$ cat src/rtl/uart_reg_cmd_initiator.sv
// uart_reg_cmd_initiator: UART register-access master; sends a read/write command
// frame (8N1) and checks the response frame, reporting data or error on rsp_valid.
module uart_reg_cmd_initiator #(
    parameter int CLKS_PER_BIT   = 217,
    parameter int TIMEOUT_CYCLES = 250000
) (
    input  logic        core_clk,
    input  logic        core_rst,
    input  logic        req_valid,
    output logic        req_ready,
    input  logic        req_wr,
    input  logic [7:0]  req_addr,
    input  logic [31:0] req_wdata,
    output logic        rsp_valid,
    output logic [31:0] rsp_rdata,
    output logic        rsp_err,
    output logic        busy,
    output logic        uart_tx,
    input  logic        uart_rx
);
    localparam int CW = $clog2(CLKS_PER_BIT);

    typedef enum logic [1:0] {IDLE, SEND, WAIT_RSP, DONE} state_t;
    state_t state, state_nx;

    logic [47:0]   cmd;
    logic [9:0]    tx_sr;
    logic [CW-1:0] tx_cnt;
    logic [3:0]    tx_bit;
    logic [2:0]    tx_left;
    logic          wr_q;
    logic          rx_s1, rx_s2, rx_s3, rx_active;
    logic [CW-1:0] rx_cnt;
    logic [3:0]    rx_bit;
    logic [7:0]    rx_data;
    logic [23:0]   to_cnt;
    logic [1:0]    rsp_cnt;
    logic [23:0]   rd_sh;
    logic          accept, bit_end, send_done, rx_tick, byte_done, fin, fin_err, fin_load;

    assign req_ready = state == IDLE;
    assign busy      = state != IDLE;
    assign rsp_valid = state == DONE;
    assign uart_tx   = tx_sr[0];
    assign accept    = req_valid && req_ready;
    assign bit_end   = tx_cnt == CW'(CLKS_PER_BIT - 1);
    assign send_done = state == SEND && bit_end && tx_bit == 4'd9 && tx_left == 3'd1;
    // first tick lands mid start bit, later ticks at each bit centre
    assign rx_tick   = rx_active && rx_cnt == (rx_bit == 4'd0 ? CW'(CLKS_PER_BIT / 2 - 1) : CW'(CLKS_PER_BIT - 1));
    assign byte_done = rx_tick && rx_bit == 4'd9;

    always_ff @(posedge core_clk) begin
        if (core_rst) state <= IDLE;
        else          state <= state_nx;
    end

    always_comb begin
        state_nx = state;
        fin      = 1'b0;
        fin_err  = 1'b0;
        fin_load = 1'b0;
        case (state)
            IDLE: state_nx = accept ? SEND : IDLE;
            SEND: state_nx = send_done ? WAIT_RSP : SEND;
            WAIT_RSP: begin
                if (byte_done) begin
                    if (!rx_s2) begin
                        fin     = 1'b1;
                        fin_err = 1'b1;
                    end else if (wr_q) begin
                        fin     = 1'b1;
                        fin_err = rx_data != 8'h4B;
                    end else if (rsp_cnt == 2'd3) begin
                        fin      = 1'b1;
                        fin_load = 1'b1;
                    end
                end else if (to_cnt == 24'(TIMEOUT_CYCLES - 1)) begin
                    fin     = 1'b1;
                    fin_err = 1'b1;
                end
                state_nx = fin ? DONE : WAIT_RSP;
            end
            default: state_nx = IDLE;
        endcase
    end

    always_ff @(posedge core_clk) begin
        if (core_rst) begin
            cmd       <= '0;
            tx_sr     <= '1;
            tx_cnt    <= '0;
            tx_bit    <= '0;
            tx_left   <= '0;
            wr_q      <= 1'b0;
            rx_s1     <= 1'b1;
            rx_s2     <= 1'b1;
            rx_s3     <= 1'b1;
            rx_active <= 1'b0;
            rx_cnt    <= '0;
            rx_bit    <= '0;
            rx_data   <= '0;
            to_cnt    <= '0;
            rsp_cnt   <= '0;
            rd_sh     <= '0;
            rsp_rdata <= '0;
            rsp_err   <= 1'b0;
        end else begin
            rx_s1 <= uart_rx;
            rx_s2 <= rx_s1;
            rx_s3 <= rx_s2;
            if (accept) begin
                wr_q    <= req_wr;
                cmd     <= {req_addr, req_wdata, 8'h00};
                tx_sr   <= {1'b1, req_wr ? 8'h57 : 8'h52, 1'b0};
                tx_cnt  <= '0;
                tx_bit  <= '0;
                tx_left <= req_wr ? 3'd6 : 3'd2;
            end else if (state == SEND) begin
                tx_cnt <= bit_end ? '0 : tx_cnt + 1'b1;
                if (bit_end && tx_bit == 4'd9) begin
                    tx_bit  <= '0;
                    tx_left <= tx_left - 3'd1;
                    if (tx_left != 3'd1) begin
                        tx_sr <= {1'b1, cmd[47:40], 1'b0};
                        cmd   <= {cmd[39:0], 8'h00};
                    end
                end else if (bit_end) begin
                    tx_bit <= tx_bit + 4'd1;
                    tx_sr  <= {1'b1, tx_sr[9:1]};
                end
            end
            if (!rx_active) begin
                if (rx_s3 && !rx_s2) begin
                    rx_active <= 1'b1;
                    rx_cnt    <= '0;
                    rx_bit    <= '0;
                end
            end else if (rx_tick) begin
                rx_cnt <= '0;
                rx_bit <= rx_bit + 4'd1;
                if ((rx_bit == 4'd0 && rx_s2) || rx_bit == 4'd9) rx_active <= 1'b0;
                else if (rx_bit != 4'd0) rx_data <= {rx_s2, rx_data[7:1]};
            end else begin
                rx_cnt <= rx_cnt + 1'b1;
            end
            to_cnt  <= (state != WAIT_RSP || byte_done) ? '0 : to_cnt + 24'd1;
            rsp_cnt <= state != WAIT_RSP ? 2'd0 : byte_done ? rsp_cnt + 2'd1 : rsp_cnt;
            if (state == WAIT_RSP && byte_done) rd_sh <= {rd_sh[15:0], rx_data};
            if (fin) rsp_err <= fin_err;
            if (fin_load) rsp_rdata <= {rd_sh, rx_data};
        end
    end
endmodule
$ cat config.mk
export PLATFORM = sky130hd
export DESIGN_NAME = uart_reg_cmd_initiator
export DESIGN_NICKNAME = d
export VERILOG_FILES = /design/src/rtl/uart_reg_cmd_initiator.sv
export SDC_FILE = /design/constraint.sdc
export NUM_CORES = 1
export LEC_CHECK = 0
export ABC_AREA = 0
export CORE_MARGIN = 1.5
export CORE_UTILIZATION = 35
export DETAILED_ROUTE_END_ITERATION = 8
export HOLD_SLACK_MARGIN = 0.06
export PLACE_DENSITY = 0.53
export SYNTH_ARGS = -nofsm -noshare
export SYNTH_HDL_FRONTEND = slang
export SYNTH_SLANG_ARGS = --single-unit
$ cat constraint.sdc
create_clock -name core_clk -period 4.2 [get_ports core_clk]
set_clock_uncertainty 0.1 [all_clocks]
set_input_delay 0.42 -clock core_clk [delete_from_list [all_inputs] [get_ports core_clk]]
set_output_delay 0.42 -clock core_clk [all_outputs]
set_load 0.03 [all_outputs]
==> metrics, run 1 <==
post_cts resized 0; clk slew on worst S/H paths 80 ps; worst skew pair latency about 440 ps; outcome complete, no violations; Crit Path Class flop to flop; antenna viol nets, final 0; I/O pin count slightly above 80; Util after Layout 44.05%; DIE AREA 21960 sq um; CP Max Fanout 24; largest family of logic cells by synthesized area simple AND/OR/NAND/NOR gates; final setup fails 0; Area contributors post-synth dfxtp_1 (47%), nand2_1 (11%), nor2_1 (5.0%), a311oi_1 (3.9%), a21oi_1 (3.9%); Initial Util between 30% and 40%; Routed WL per cell ~13 microns; final-report hold violation count 0; largest net degree at the start of global routing 73; worst path cell trace inv_1 > ha_1 > or3b_1 > or4_4 > a211oi_4 > nand2_1 > a21oi_2; drt pass-1 iters 4; number of flops mapped to enable cells by yosys 0; max cap viols 0; DRC 0; DPL Wire Length 10670 microns; Setup Slack @ Placement between 1000 and 1500 ps; CP endpoint kind flop; worst path bufs/invs 1; Post-Synthesis Net Count 935; mapped cell area 7378 sq um; Post-CTS Setup Bufs 0; routed wire length between 15000 and 20000 microns; Post-Synth XOR/XNOR Area 4.511%; initial antenna violation count 0; width of the die 148.2 microns; Total Power 0.003594 W; WP data arrival 3230 ps; worst-margin pin slew 1015 ps; Nets 990; #FFs+latches synth ~170; hold crit path type flop to flop; CTS sink cnt 174; fin crit period roughly 3000 ps; synth warn 0; R2R Setup Slk between 1000 and 1500 ps; final worst-path cycle share 70.64%; Synth Area in Simple Gates between 20% and 30%; CP max-delay cell a211oi_4; synth unique cells 56; total gr overflow 0; CP required 4460 ps; Die H 148.2 microns; via count 5938; fmax 337.0 MHz; Slew Viols, Final 0; vias in the first global route between 5000 and 6000; routed vias/inst approximately 4.9; fraction of layout cells with a size suffix above 1 7.822%; RSZ-0062 raised after global routing no; compound-gate portion of the synthesized area 14.65%; DR iter-0 viols 364; P_leak roughly 3 nW; PD cells ~400 nW/um^2; number of port buffers 81; syn_area_per_cell 8.404 sq um; H-tree levels 4; Main synth FF type dfxtp_1; Antenna Cells 0; slew margin rel. 32.31%; post-synth top area share 47.21%; Critical Path Source Type flop; synthesized instance count 878; global-route wire length before repair around 28000 microns; mux cell area share after synthesis 2.578%; CTS tree yes; placed cell count 1184; Worst Setup Slack, final 1233 ps; Filler cells 2089; Seq/Total Area, Yosys between 40% and 50%; Synth area leader dfxtp_1; Root Driver clkbuf_16; largest buffer count on any clock path 2; Post-CTS Hold Buffers 0; P&R area growth vs syn 21.98%; CP peak stage delay 830 ps; fin cells ~1200; cts bufs inserted 17; Global Route Usage Sum 15.48%; Core Footprint approximately 20000 sq um; fraction of registers with async set/reset 0%; crit-path leading delay family simple AND/OR/NAND/NOR gates; Cell Rows 52; Adder-Cell Fraction of Synth Area under 10%; setup total negative slack 0 ps; VDD IR max 295.9 uV; global placer's final weighted congestion 0.7663
## synthesized netlist by cell type, types with 2 or more instances
cell      number
a21oi_1       57
xnor2_1       22
nor2_1        99
ha_1          12
nor2b_1        4
or4_1          4
nand2b_1       7
inv_1         14
clkbuf_1      38
buf_4          3
nor4_1         4
and4_1         5
dfxtp_1      174
a21oi_2       20
nand4_1       11
nor4_2         2
a22oi_1        8
xor2_1        16
and2_1         4
nand4b_1       2
o31ai_1        4
mux2i_1       19
or3_1          5
nor3_1        14
buf_2          7
a311oi_1      33
nand2_1      212
and3_1         5
or2_2          4
nor4b_1        4
o211ai_1       4
buf_6          2
nand3b_1       7
nor3b_1        2
a211o_1        3
buf_1          4
nand3_1       14
o21ai_0        6
a211oi_1       6
## kinds of logic (layout without fill, tap and decap cells)
kind of cell / Yosys count / after routing
simple gates: 414 / 414
fa+ha+maj: 12 / 12
xor+xnor: 38 / 38
mux: 19 / 19
buf+inv: 68 / 136
compound gates: 153 / 153
flops: 174 / 174
## stage by stage
stage | instance area (sq um) | hold slack [ps]
after CTS | 9000 | 318.1
after detailed placement | 8362 | 298.0
after global placement | 8362 | 296.2
after global routing | 9000 | 322.4
after floorplan | 7378 | 289.5
final | 9000 | 314.4
## cell type report
class	instances	area (sq um)	share of cell area, %
clock buffer	17	425.4	4.727
clock inverter	15	212.7	2.363
inverter	14	52.55	0.5839
multi-input combinational	636	3612	40.14
sequential	174	3483	38.70
tap	270	337.8	3.754
timing repair buffer	90	875.8	9.732
## report_power, final
group / leakage, nW / internal, W / switching, W / total (W)
clock network: 0.308 / 0.000870 / 0.000777 / 0.00165
registers: 1.41 / 0.00170 / 0.0000288 / 0.00172
logic: 1.33 / 0.0000962 / 0.000126 / 0.000223
## registers in the layout, indices dropped and copies added (netlist names), 2 cells and up
name,cells
to_cnt,24
rd_sh,24
tx_bit,4
tx_left,3
tx_sr,9
rx_cnt,8
rx_data,8
state,2
rx_bit,4
cmd,40
rsp_cnt,2
rsp_rdata,32
tx_cnt,8
## path summary, 6_finish.rpt
| path | startpoint | to | depth (start not counted) |
|---|---|---|---|
| max reg2reg | rx_bit[1]$_SDFFE_PP0P_ | rd_sh[5]$_SDFFE_PP0P_ | 7 |
| min reg2reg | rx_s1$_SDFF_PP1_ | rx_s2$_SDFF_PP1_ | 1 |
| min | rx_s1$_SDFF_PP1_ | rx_s2$_SDFF_PP1_ | 1 |
| max | rx_bit[1]$_SDFFE_PP0P_ | rd_sh[5]$_SDFFE_PP0P_ | 7 |
## layout by cell type, fill, tap and decap left out, drive strengths merged, types with 8 or more instances in the layout
master	n
nand4	11
a21oi	77
buf	10
clkdlybuf4s50	80
o21ai	8
nor2	99
clkbuf	17
ha	12
inv	20
xnor2	22
a22oi	8
dfxtp	174
nand2	212
mux2i	19
nand3	14
clkinv	8
xor2	16
a311oi	33
nor3	14
## layer usage
layer,vias to the layer above,wire length (microns),track usage (%)
li1,3117,-,-
met1,2716,8254,21.04
met2,91,7332,23.79
met3,14,609,4.110
met4,0,169,5.198
met5,-,0,0
No activity file was read; power rests on OpenSTA's default activity.
==> inputs of run 2 (changes only) <==
PLACE_DENSITY = 0.55   (was 0.53)
clock period = 2.6 ns   (was 4.2 ns; I/O delays follow)
==> run 2 against run 1 <==
- total power grew 60%
- via count grew 1.6%
- cell count grew 1.3%
- critical endpoint is now rd_sh[1]$_SDFFE_PP0P_
==> metrics, run 2 (synthesis results as in run 1) <==
largest net degree at the start of global routing 72; P_leak 3.114 nW; biggest regs cmd x40, rsp_rdata x32; Crit Path Class flop to flop; DIE AREA ~22000 sq um; PD cells 627.1 nW/um^2; CTS sink cnt around 170; vias in the first global route 5648; outcome complete, no violations; DRC 0; Critical Path Source Type flop; total gr overflow 0; Cell Rows 52; Nets 1006; Global Route Usage Sum 15.16%; RSZ-0062 raised after global routing no; DPL Wire Length 10720 microns; final worst-path cycle share 93.37%; final-report hold violation count 0; Filler cells approximately 2100; worst skew pair latency roughly 430 ps; CTS tree yes; Die H 148.2 microns; clk slew on worst S/H paths 80 ps; Core Footprint around 20000 sq um; area of the multi-input gates 3621 sq um; routed wire length 16140 microns; sequential cell area around 3500 sq um; hold_sp core_rst; most frequent cells in the layout nand2_1 (212), dfxtp_1 (174), nor2_1 (99); fmax 411.9 MHz; largest buffer count on any clock path 2; Slew Viols, Final 0; CP required ~2900 ps; drt pass-1 iters 4; DP Area approximately 8500 sq um; H-tree levels 4; width of the die ~150 microns; CP endpoint kind flop; placed cell count 1200; r2r startpoint rx_bit[1]$_SDFFE_PP0P_; CP Max Fanout 24; global-route wire length before repair roughly 27000 microns; Largest register FFs 40; setup total negative slack 0 ps; I/O pin count 82; max cap viols 0; WP data arrival 2680 ps; final setup fails 0; hold crit path type primary input to flop; R2R Setup Slk 170 ps; P&R area growth vs syn 23.93%; fin crit period 2428 ps; VDD IR max 334.8 uV; cts bufs inserted 17; slew margin rel. 42.30%; Routed WL per cell roughly 13 microns; number of port buffers 81; initial antenna violation count 0; via count approximately 6000; antenna viol nets, final 0; Initial Util between 30% and 40%; Largest Register cmd; commonest non-fill, non-tap cell in the layout nand2_1; Antenna Cells 0; worst-margin pin slew 861.5 ps; fraction of layout cells with a size suffix above 1 9.563%; Final Cell Area slightly above 9000 sq um; Root Driver clkbuf_16; Critical path origin rx_bit[1]$_SDFFE_PP0P_; DR iter-0 viols 243; routed vias/inst 4.898; global placer's final weighted congestion around 0.78; fin cells 1232
==> run 2: cell types whose count changed in the layout (fill, tap and decap cells not counted) <==
cell / change
clkinvlp_4: +3
buf_12: +3
buf_4: +13
nor4_2: +1
clkinv_4: -1
or3b_1: -1
or3b_4: +1
inv_8: +1
nor4_1: -1
inv_6: -2
bufinv_16: -1
==> run 2: final timing paths <==
path                            endpoint  cells past startpoint
setup / recovery   rd_sh[1]$_SDFFE_PP0P_                      8
hold / removal    rx_cnt[1]$_SDFFE_PP0P_                      2
setup reg to reg   rd_sh[1]$_SDFFE_PP0P_                      8
hold reg to reg         rx_s2$_SDFF_PP1_                      1
==> run 2: per-layer routing <==
layer  track usage (%)  part of all wire, %  up-vias  wire length (microns)
li1                  -                    -     3152                      -
met1             20.10                   50     2764                   8069
met3             3.773                  4.1       14                    660
met5                 0                    0        -                      0
met2             24.25                   45      104                   7206
met4             4.802                  1.2        0                    199
==> run 2: area by class of cell <==
class | instances | share of cell area (%)
Clock buffer | 17 | 4.652
Inverter | 14 | 0.5747
Sequential cell | 174 | 38.10
Clock inverter | 15 | 2.080
Multi-Input combinational cell | 636 | 39.60
Tap cell | 270 | 3.695
Timing Repair Buffer | 106 | 11.30
==> run 2: power by group <==
part / internal, W / switching, W / total [W]
logic: 0.000166 / 0.000209 / 0.000375
clock network: 0.00131 / 0.00127 / 0.00258
registers: 0.00274 / 0.0000447 / 0.00278
==> run 2: critical path, stage by stage, from the launching register on <==
cell and delay (ps):
dfxtp_1 330, inv_1 90, ha_1 140, or3b_4 420
or4_4 590, a211oi_4 290, buf_12 190, nand2_1 60
a21oi_1 150
==> run 2: timing repair <==
| action | CTS | global route |
|---|---|---|
| hold buffers | 0 | 0 |
| setup endpoints to repair | 0 | 34 |
| resized for setup | 0 | 2 |
| setup buffers | 0 | 0 |
| endpoints found under the hold margin | 0 | 0 |
==> run 2: per-stage QoR <==
stage	worst slack, ps	total power, W	util, %	hold slack, ps
2_1_floorplan	184.7	0.003075	-	263.8
3_5_place_dp	123.9	0.003224	41.70	299.6
5_1_grt	85.10	0.005962	44.76	297.5
6_report	172.4	0.005734	44.76	278.2
4_1_cts	122.5	0.005816	44.71	264.2
3_3_place_gp	175.2	0.003222	41.70	294.5
